==> src/rtl/uart_dbg_pkg.sv <==
// Package: uart_dbg_pkg
// Shared command/response byte codes and the controller state encoding for the
// uart debug sequencer (uart_debug_ctrl and uart_dbg_tx_ser).
package uart_dbg_pkg;

    // Host command bytes, decoded in IDLE
    localparam logic [7:0] CmdLoad = 8'h01;
    localparam logic [7:0] CmdRun  = 8'h02;
    localparam logic [7:0] CmdStep = 8'h03;
    localparam logic [7:0] CmdDump = 8'h04;

    // Response bytes
    localparam logic [7:0] AckLoad = 8'hA1;
    localparam logic [7:0] AckRun  = 8'hA2;
    localparam logic [7:0] AckStep = 8'hA3;
    localparam logic [7:0] AckDump = 8'hA4;
    localparam logic [7:0] ErrByte = 8'hEE;

    typedef enum logic [3:0] {
        StIdle,
        StLdLen,
        StLdByte,
        StLdWr,
        StRun,
        StStep,
        StDmpRd,
        StDmpCap,
        StDmpTx,
        StSend,
        StErr
    } state_e;

endpackage

==> src/rtl/uart_dbg_tx_ser.sv <==
// Module: uart_dbg_tx_ser
// Splits one word into NB_WORD/NB_DATA bytes, least-significant byte first, and
// pushes them into the uart TX FIFO, stalling while the FIFO reports full.
// Ports:
//   i_clk, i_reset   clock, asynchronous active-low reset
//   i_start          load i_word and begin sending (ignored while busy)
//   i_word           word to serialise
//   i_tx_full        TX FIFO full; no push while high
//   o_wr, o_data     TX FIFO push strobe and byte
//   o_busy           a word is being sent
//   o_done           high in the cycle the last byte is pushed
module uart_dbg_tx_ser #(
    parameter int unsigned NB_DATA = 8,
    parameter int unsigned NB_WORD = 32
) (
    input  logic               i_clk,
    input  logic               i_reset,
    input  logic               i_start,
    input  logic [NB_WORD-1:0] i_word,
    input  logic               i_tx_full,
    output logic               o_wr,
    output logic [NB_DATA-1:0] o_data,
    output logic               o_busy,
    output logic               o_done
);

    localparam int unsigned NbBytes = NB_WORD / NB_DATA;
    localparam int unsigned IdxW    = (NbBytes > 1) ? $clog2(NbBytes) : 1;

    logic               active_q, active_d;
    logic [IdxW-1:0]    idx_q, idx_d;
    logic [NB_WORD-1:0] word_q, word_d;
    logic               last;

    always_comb begin
        active_d = active_q;
        idx_d    = idx_q;
        word_d   = word_q;
        last     = (idx_q == IdxW'(NbBytes - 1));
        o_wr     = active_q && !i_tx_full;
        o_data   = word_q[idx_q*NB_DATA +: NB_DATA];
        o_busy   = active_q;
        o_done   = o_wr && last;

        if (!active_q) begin
            if (i_start) begin
                active_d = 1'b1;
                idx_d    = '0;
                word_d   = i_word;
            end
        end else if (o_wr) begin
            if (last) begin
                active_d = 1'b0;
                idx_d    = '0;
            end else begin
                idx_d = idx_q + 1'b1;
            end
        end
    end

    always_ff @(posedge i_clk or negedge i_reset) begin
        if (!i_reset) begin
            active_q <= 1'b0;
            idx_q    <= '0;
            word_q   <= '0;
        end else begin
            active_q <= active_d;
            idx_q    <= idx_d;
            word_q   <= word_d;
        end
    end

endmodule

==> src/rtl/uart_debug_ctrl.sv <==
// Module: uart_debug_ctrl
// Command sequencer between the uart RX/TX FIFOs and the MIPS core: loads
// program words into imem, runs/steps the core and dumps the register file.
// Ports:
//   i_clk, i_reset            clock, asynchronous active-low reset
//   i_rx_empty, i_rx_data     RX FIFO status and head byte (first-word-fall-through)
//   o_rd_uart                 RX FIFO pop, one byte per high cycle
//   i_tx_full                 TX FIFO full
//   o_wr_uart, o_tx_data      TX FIFO push strobe and byte
//   o_imem_we/addr/data       instruction memory write port
//   o_run, o_step, i_halt     core run level, single-step pulse, halt status
//   o_dbg_addr, i_dbg_data    register-file debug read (data one cycle later)
//   o_busy                    high whenever not idle
module uart_debug_ctrl
    import uart_dbg_pkg::*;
#(
    parameter int unsigned NB_DATA = 8,
    parameter int unsigned NB_WORD = 32,
    parameter int unsigned NB_ADDR = 10,
    parameter int unsigned NB_REG  = 5,
    parameter int unsigned TIMEOUT = 500000
) (
    input  logic               i_clk,
    input  logic               i_reset,
    input  logic               i_rx_empty,
    input  logic [NB_DATA-1:0] i_rx_data,
    output logic               o_rd_uart,
    input  logic               i_tx_full,
    output logic               o_wr_uart,
    output logic [NB_DATA-1:0] o_tx_data,
    output logic               o_imem_we,
    output logic [NB_ADDR-1:0] o_imem_addr,
    output logic [NB_WORD-1:0] o_imem_data,
    output logic               o_run,
    output logic               o_step,
    input  logic               i_halt,
    output logic [NB_REG-1:0]  o_dbg_addr,
    input  logic [NB_WORD-1:0] i_dbg_data,
    output logic               o_busy
);

    localparam int unsigned NbBytes = NB_WORD / NB_DATA;
    localparam int unsigned KW      = (NbBytes > 1) ? $clog2(NbBytes) : 1;
    localparam int unsigned CntW    = NB_DATA + 1;  // holds 2**NB_DATA words
    localparam int unsigned TmoW    = $clog2(TIMEOUT + 1);

    state_e             state_q, state_d;
    state_e             ret_q, ret_d;
    logic [NB_DATA-1:0] send_q, send_d;
    logic [CntW-1:0]    cnt_q, cnt_d;
    logic [KW-1:0]      k_q, k_d;
    logic [NB_WORD-1:0] word_q, word_d;
    logic [NB_ADDR-1:0] addr_q, addr_d;
    logic [TmoW-1:0]    tmo_q, tmo_d;
    logic [NB_REG-1:0]  reg_q, reg_d;

    logic               rx_ok, tmo_hit, send_wr;
    logic               ser_start, ser_wr, ser_busy, ser_done;
    logic [NB_DATA-1:0] ser_data;

    assign rx_ok   = !i_rx_empty;
    assign tmo_hit = (tmo_q == TmoW'(TIMEOUT - 1));

    always_comb begin
        state_d   = state_q;
        ret_d     = ret_q;
        send_d    = send_q;
        cnt_d     = cnt_q;
        k_d       = k_q;
        word_d    = word_q;
        addr_d    = addr_q;
        tmo_d     = tmo_q;
        reg_d     = reg_q;
        o_rd_uart = 1'b0;
        o_imem_we = 1'b0;
        o_run     = 1'b0;
        o_step    = 1'b0;
        send_wr   = 1'b0;
        ser_start = 1'b0;

        case (state_q)
            StIdle: begin
                if (rx_ok) begin
                    o_rd_uart = 1'b1;
                    ret_d     = StIdle;
                    if (i_rx_data == NB_DATA'(CmdLoad)) begin
                        addr_d  = '0;
                        tmo_d   = '0;
                        state_d = StLdLen;
                    end else if (i_rx_data == NB_DATA'(CmdRun)) begin
                        if (i_halt) begin
                            send_d  = NB_DATA'(AckRun);
                            state_d = StSend;
                        end else begin
                            state_d = StRun;
                        end
                    end else if (i_rx_data == NB_DATA'(CmdStep)) begin
                        state_d = StStep;
                    end else if (i_rx_data == NB_DATA'(CmdDump)) begin
                        reg_d   = '0;
                        state_d = StDmpRd;
                    end else begin
                        state_d = StErr;
                    end
                end
            end
            StLdLen: begin
                if (rx_ok) begin
                    o_rd_uart = 1'b1;
                    // A length byte of zero means the full 2**NB_DATA words
                    cnt_d     = (i_rx_data == '0) ? CntW'(2 ** NB_DATA) : CntW'(i_rx_data);
                    k_d       = '0;
                    tmo_d     = '0;
                    state_d   = StLdByte;
                end else if (tmo_hit) begin
                    state_d = StErr;
                end else begin
                    tmo_d = tmo_q + 1'b1;
                end
            end
            StLdByte: begin
                if (rx_ok) begin
                    o_rd_uart                   = 1'b1;
                    word_d[k_q*NB_DATA +: NB_DATA] = i_rx_data;
                    tmo_d                       = '0;
                    if (k_q == KW'(NbBytes - 1)) begin
                        k_d     = '0;
                        state_d = StLdWr;
                    end else begin
                        k_d = k_q + 1'b1;
                    end
                end else if (tmo_hit) begin
                    // Partial word is simply dropped; nothing reaches imem
                    state_d = StErr;
                end else begin
                    tmo_d = tmo_q + 1'b1;
                end
            end
            StLdWr: begin
                o_imem_we = 1'b1;
                addr_d    = addr_q + 1'b1;
                cnt_d     = cnt_q - 1'b1;
                if (cnt_q == CntW'(1)) begin
                    send_d  = NB_DATA'(AckLoad);
                    ret_d   = StIdle;
                    state_d = StSend;
                end else begin
                    state_d = StLdByte;
                end
            end
            StRun: begin
                // Held for the whole state so it falls on the edge halt is sampled
                o_run = 1'b1;
                if (i_halt) begin
                    send_d  = NB_DATA'(AckRun);
                    ret_d   = StIdle;
                    state_d = StSend;
                end
            end
            StStep: begin
                o_step  = 1'b1;
                send_d  = NB_DATA'(AckStep);
                ret_d   = StIdle;
                state_d = StSend;
            end
            StDmpRd: begin
                state_d = StDmpCap;
            end
            StDmpCap: begin
                ser_start = 1'b1;
                state_d   = StDmpTx;
            end
            StDmpTx: begin
                if (ser_done) begin
                    if (reg_q == {NB_REG{1'b1}}) begin
                        send_d  = NB_DATA'(AckDump);
                        ret_d   = StIdle;
                        state_d = StSend;
                    end else begin
                        reg_d   = reg_q + 1'b1;
                        state_d = StDmpRd;
                    end
                end
            end
            StSend: begin
                if (!i_tx_full) begin
                    send_wr = 1'b1;
                    state_d = ret_q;
                end
            end
            StErr: begin
                send_d  = NB_DATA'(ErrByte);
                ret_d   = StIdle;
                state_d = StSend;
            end
            default: begin
                state_d = StIdle;
            end
        endcase
    end

    always_ff @(posedge i_clk or negedge i_reset) begin
        if (!i_reset) begin
            state_q <= StIdle;
            ret_q   <= StIdle;
            send_q  <= '0;
            cnt_q   <= '0;
            k_q     <= '0;
            word_q  <= '0;
            addr_q  <= '0;
            tmo_q   <= '0;
            reg_q   <= '0;
        end else begin
            state_q <= state_d;
            ret_q   <= ret_d;
            send_q  <= send_d;
            cnt_q   <= cnt_d;
            k_q     <= k_d;
            word_q  <= word_d;
            addr_q  <= addr_d;
            tmo_q   <= tmo_d;
            reg_q   <= reg_d;
        end
    end

    uart_dbg_tx_ser #(
        .NB_DATA (NB_DATA),
        .NB_WORD (NB_WORD)
    ) u_tx_ser (
        .i_clk     (i_clk),
        .i_reset   (i_reset),
        .i_start   (ser_start),
        .i_word    (i_dbg_data),
        .i_tx_full (i_tx_full),
        .o_wr      (ser_wr),
        .o_data    (ser_data),
        .o_busy    (ser_busy),
        .o_done    (ser_done)
    );

    // SEND and the serialiser are never active together
    assign o_wr_uart   = send_wr | ser_wr;
    assign o_tx_data   = ser_busy ? ser_data : send_q;
    assign o_imem_addr = addr_q;
    assign o_imem_data = word_q;
    assign o_dbg_addr  = reg_q;
    assign o_busy      = (state_q != StIdle);

endmodule
==> config.mk <==
export PLATFORM = sky130hd
export DESIGN_NAME = uart_debug_ctrl
export DESIGN_NICKNAME = d
export VERILOG_FILES = /design/src/rtl/uart_dbg_pkg.sv /design/src/rtl/uart_dbg_tx_ser.sv /design/src/rtl/uart_debug_ctrl.sv
export SDC_FILE = /design/constraint.sdc
export NUM_CORES = 1
export LEC_CHECK = 0
export ABC_CLOCK_PERIOD_IN_PS = 3300
export BUFFER_PORTS_ARGS = -buffer_cell sky130_fd_sc_hd__clkbuf_2
export CAP_MARGIN = 20
export CORE_MARGIN = 4
export CORE_UTILIZATION = 50
export CTS_CLUSTER_DIAMETER = 30
export DETAILED_ROUTE_END_ITERATION = 12
export PLACE_DENSITY_LB_ADDON = 0.1
export SETUP_SLACK_MARGIN = 0.3
export SYNTH_ARGS = -nofsm -noshare
export SYNTH_HDL_FRONTEND = slang
export SYNTH_HIERARCHICAL = 1
export SYNTH_SLANG_ARGS = --single-unit
==> constraint.sdc <==
create_clock -name i_clk -period 3.3 [get_ports i_clk]
set_clock_uncertainty 0.05 [all_clocks]
set_input_delay 0.495 -clock i_clk [delete_from_list [all_inputs] [get_ports i_clk]]
set_output_delay 0.495 -clock i_clk [all_outputs]
set_load 0.05 [all_outputs]
==> results.cfg <==
[run_status]
status = finished, final reports clean

[floorplan]
row_count = 41
die_x_microns = 122
ioPinCount = 106
start_util = 0.513
design.core.area_sq_um = 12700
die_area_sq_um = 14900
die-height_microns = 122

[layout]
multi_input_comb_area_sq_um = 3220
n_fill_cell = 1082
synthToLayoutAreaGrowth_pct = 19.8
n_antenna_cell = 0
register_area_sq_um = 3030
layout_commonest_cell = dfrtp_1
layout.nets = 822
layout_common_cells = dfrtp_1, nand2_1, clkbuf_2
layout-drive-gt1-share = 0.269

[logic_synthesis]
synth_area_leader_cell = dfrtp_1
synth_edf_count = 0
ys.flop_type = dfrtp_1
syn_nets = 719
synth_top_cells_by_area = dfrtp_1, mux2_4, nand2_1
synth_top_area_frac = 0.466
yosysWarningCount = 6
ys_seq_elements = 121
async_flop_share = 1.00
syn_inst = 661
syn_area_sq_um = 6500
synth.distinct_cells = 70
synth.avg_cell_area_sq_um = 9.84
synth.yosys.seq_area_share = 0.466

[cts]
clk_path_buf_depth = 2
cts_tree = done
clkSlewWorstSetupHoldPaths_ps = 60
root_buffer = clkbuf_16
cts_max_level = 4
cts.sinks = 121
clk_latency_ps = 410
post_cts_buffers = 0
cts_buffers = 17

[critical_path]
r2r_cells = 7
critPathRequiredTime_ps = 2750
critPathLaunch = u_tx_ser/idx_q[0]
r2r_start = state_q[1]
cp.arrival_ps = 2290
rrSetupSlack_ps = 680
cp_max_fo = 11
start_kind = flip-flop
worstSetupEndpoint = o_tx_data[1]
criticalPathCategory = flip-flop to output pin
r2r_end = o_dbg_addr[3]
crit_path_end_kind = output pin

[flow_run]
drv_cap = 0

[sta]
setup_tns_ps = 0
grt_setup_unrepaired = no
setup_violations = 0
final_max_slew_viol_count = 0
slew_headroom = 0.351
hold_viol = 0
min_period_over_period = 0.858
tightest_slew_ps = 972
fin_crit_ps = 2830
fmax_mhz = 353
holdWs_ps = 259

[pwr]
ir_drop_v = 0.000456
p_per_area_nw_per_um2 = 951
cellLeakagePower_nw = 3.54
p_total_mw = 7.41

[placed_design]
dp_hpwl_mm = 11.5
gp_congestion = 1.02
port_buffers = 105

[drt]
dr.pass1.iters = 5
drt-initial-drc-count = 312
drc_errors = 0
vias_per_cell = 5.72
num_vias = 5433
final_antenna_net_count = 0
wl_per_cell_microns = 17.0
finalWirelength_mm = 16.1

[global_routing]
grt_pass1_wl_mm = 26.7
grt_pass1_vias = 5398
overflow = 0
grt_start_max_net_pins = 58
grt_use_total = 0.229
antenna_found_initial = 0

[min_path]
hp-class = input port to flip-flop
## registers in the layout, summed over array words and instances (netlist names)
name / flops
cnt_q: 9
k_q: 2
o_dbg_addr: 5
o_imem_addr: 10
o_imem_data: 32
send_q: 5
state_q: 4
tmo_q: 19
u_tx_ser/idx_q: 2
u_tx_ser/o_busy: 1
u_tx_ser/word_q: 32
## cell type report
type / instances / share of cell area
Sequential cell: 121 / 0.389
Clock buffer: 21 / 0.0578
Inverter: 13 / 0.00627
Timing Repair Buffer: 121 / 0.0867
Clock inverter: 11 / 0.0188
Multi-Input combinational cell: 490 / 0.414
Tap cell: 172 / 0.0276
## timing repair
item | CTS | global route
endpoints found under the setup margin | 0 | 0
resized for setup | 0 | 0
hold buffers | 1 | 0
endpoints found under the hold margin | 31 | 0
## critical path, stage by stage (launching register included)
cell	delay [ps]
dfrtp_1	740
mux4_1	620
mux2_2	280
clkbuf_2	230
## synth_stat cells, drive strengths merged (8+ instances only)
master / n
dfrtp: 121
nand2: 108
o21ai: 80
nor2: 46
mux2: 38
clkbuf: 27
a21oi: 23
nand3: 19
ha: 13
inv: 12
nor3: 12
nand4: 11
a31oi: 10
buf: 10
nand2b: 10
mux4: 8
nor4: 8
## per-stage QoR
step / cell area (sq um) / std cells / utilization / setup slack (ps)
after CTS: 7790 / 949 / 0.615 / 427
after detailed placement: 7180 / 916 / 0.567 / 564
after global placement: 7180 / 916 / 0.567 / 624
after floorplan: 6500 / 661 / - / 744
after global routing: 7790 / 949 / 0.615 / 339
final: 7790 / 949 / 0.615 / 468
## power breakdown
group,total [mW],internal (mW),switching [mW],leakage (nW)
Clock,1.86,1.21,0.658,0.287
Sequential,2.44,1.96,0.478,1.62
Combinational,3.11,1.06,2.05,1.63
Total,7.41,4.23,3.18,3.54
## worst min-delay path by stage
stage / startpoint / endpoint / cells past startpoint
6_report: i_dbg_data[12] / u_tx_ser/word_q[12] / 2
3_5_place_dp: i_reset / cnt_q[3] / 1
2_1_floorplan: i_reset / cnt_q[0] / 0
5_1_grt: i_dbg_data[3] / u_tx_ser/word_q[3] / 2
4_1_cts: i_dbg_data[4] / u_tx_ser/word_q[4] / 2
3_3_place_gp: i_reset / o_imem_addr[0] / 1
## logic make-up (layout without fill, tap and decap cells)
logic type / after synthesis / in the layout / share of synthesized area
flip-flops: 121 / 121 / 0.466
adder cells (fa/ha/maj): 13 / 13 / 0.0250
AND/OR/NAND/NOR: 263 / 263 / 0.198
AO/OA/AOI/OAI: 161 / 161 / 0.151
buffers and inverters: 50 / 166 / 0.0396
XOR/XNOR: 7 / 7 / 0.00943
multiplexers: 46 / 46 / 0.111
## routing by layer
layer	up-vias	share of wire	GRT usage
met5	-	0	0
met4	0	0.028	0.0896
met3	43	0.061	0.0539
met2	189	0.49	0.380
met1	2614	0.42	0.290
li1	2587	-	-
No activity file was read; power rests on OpenSTA's default activity.
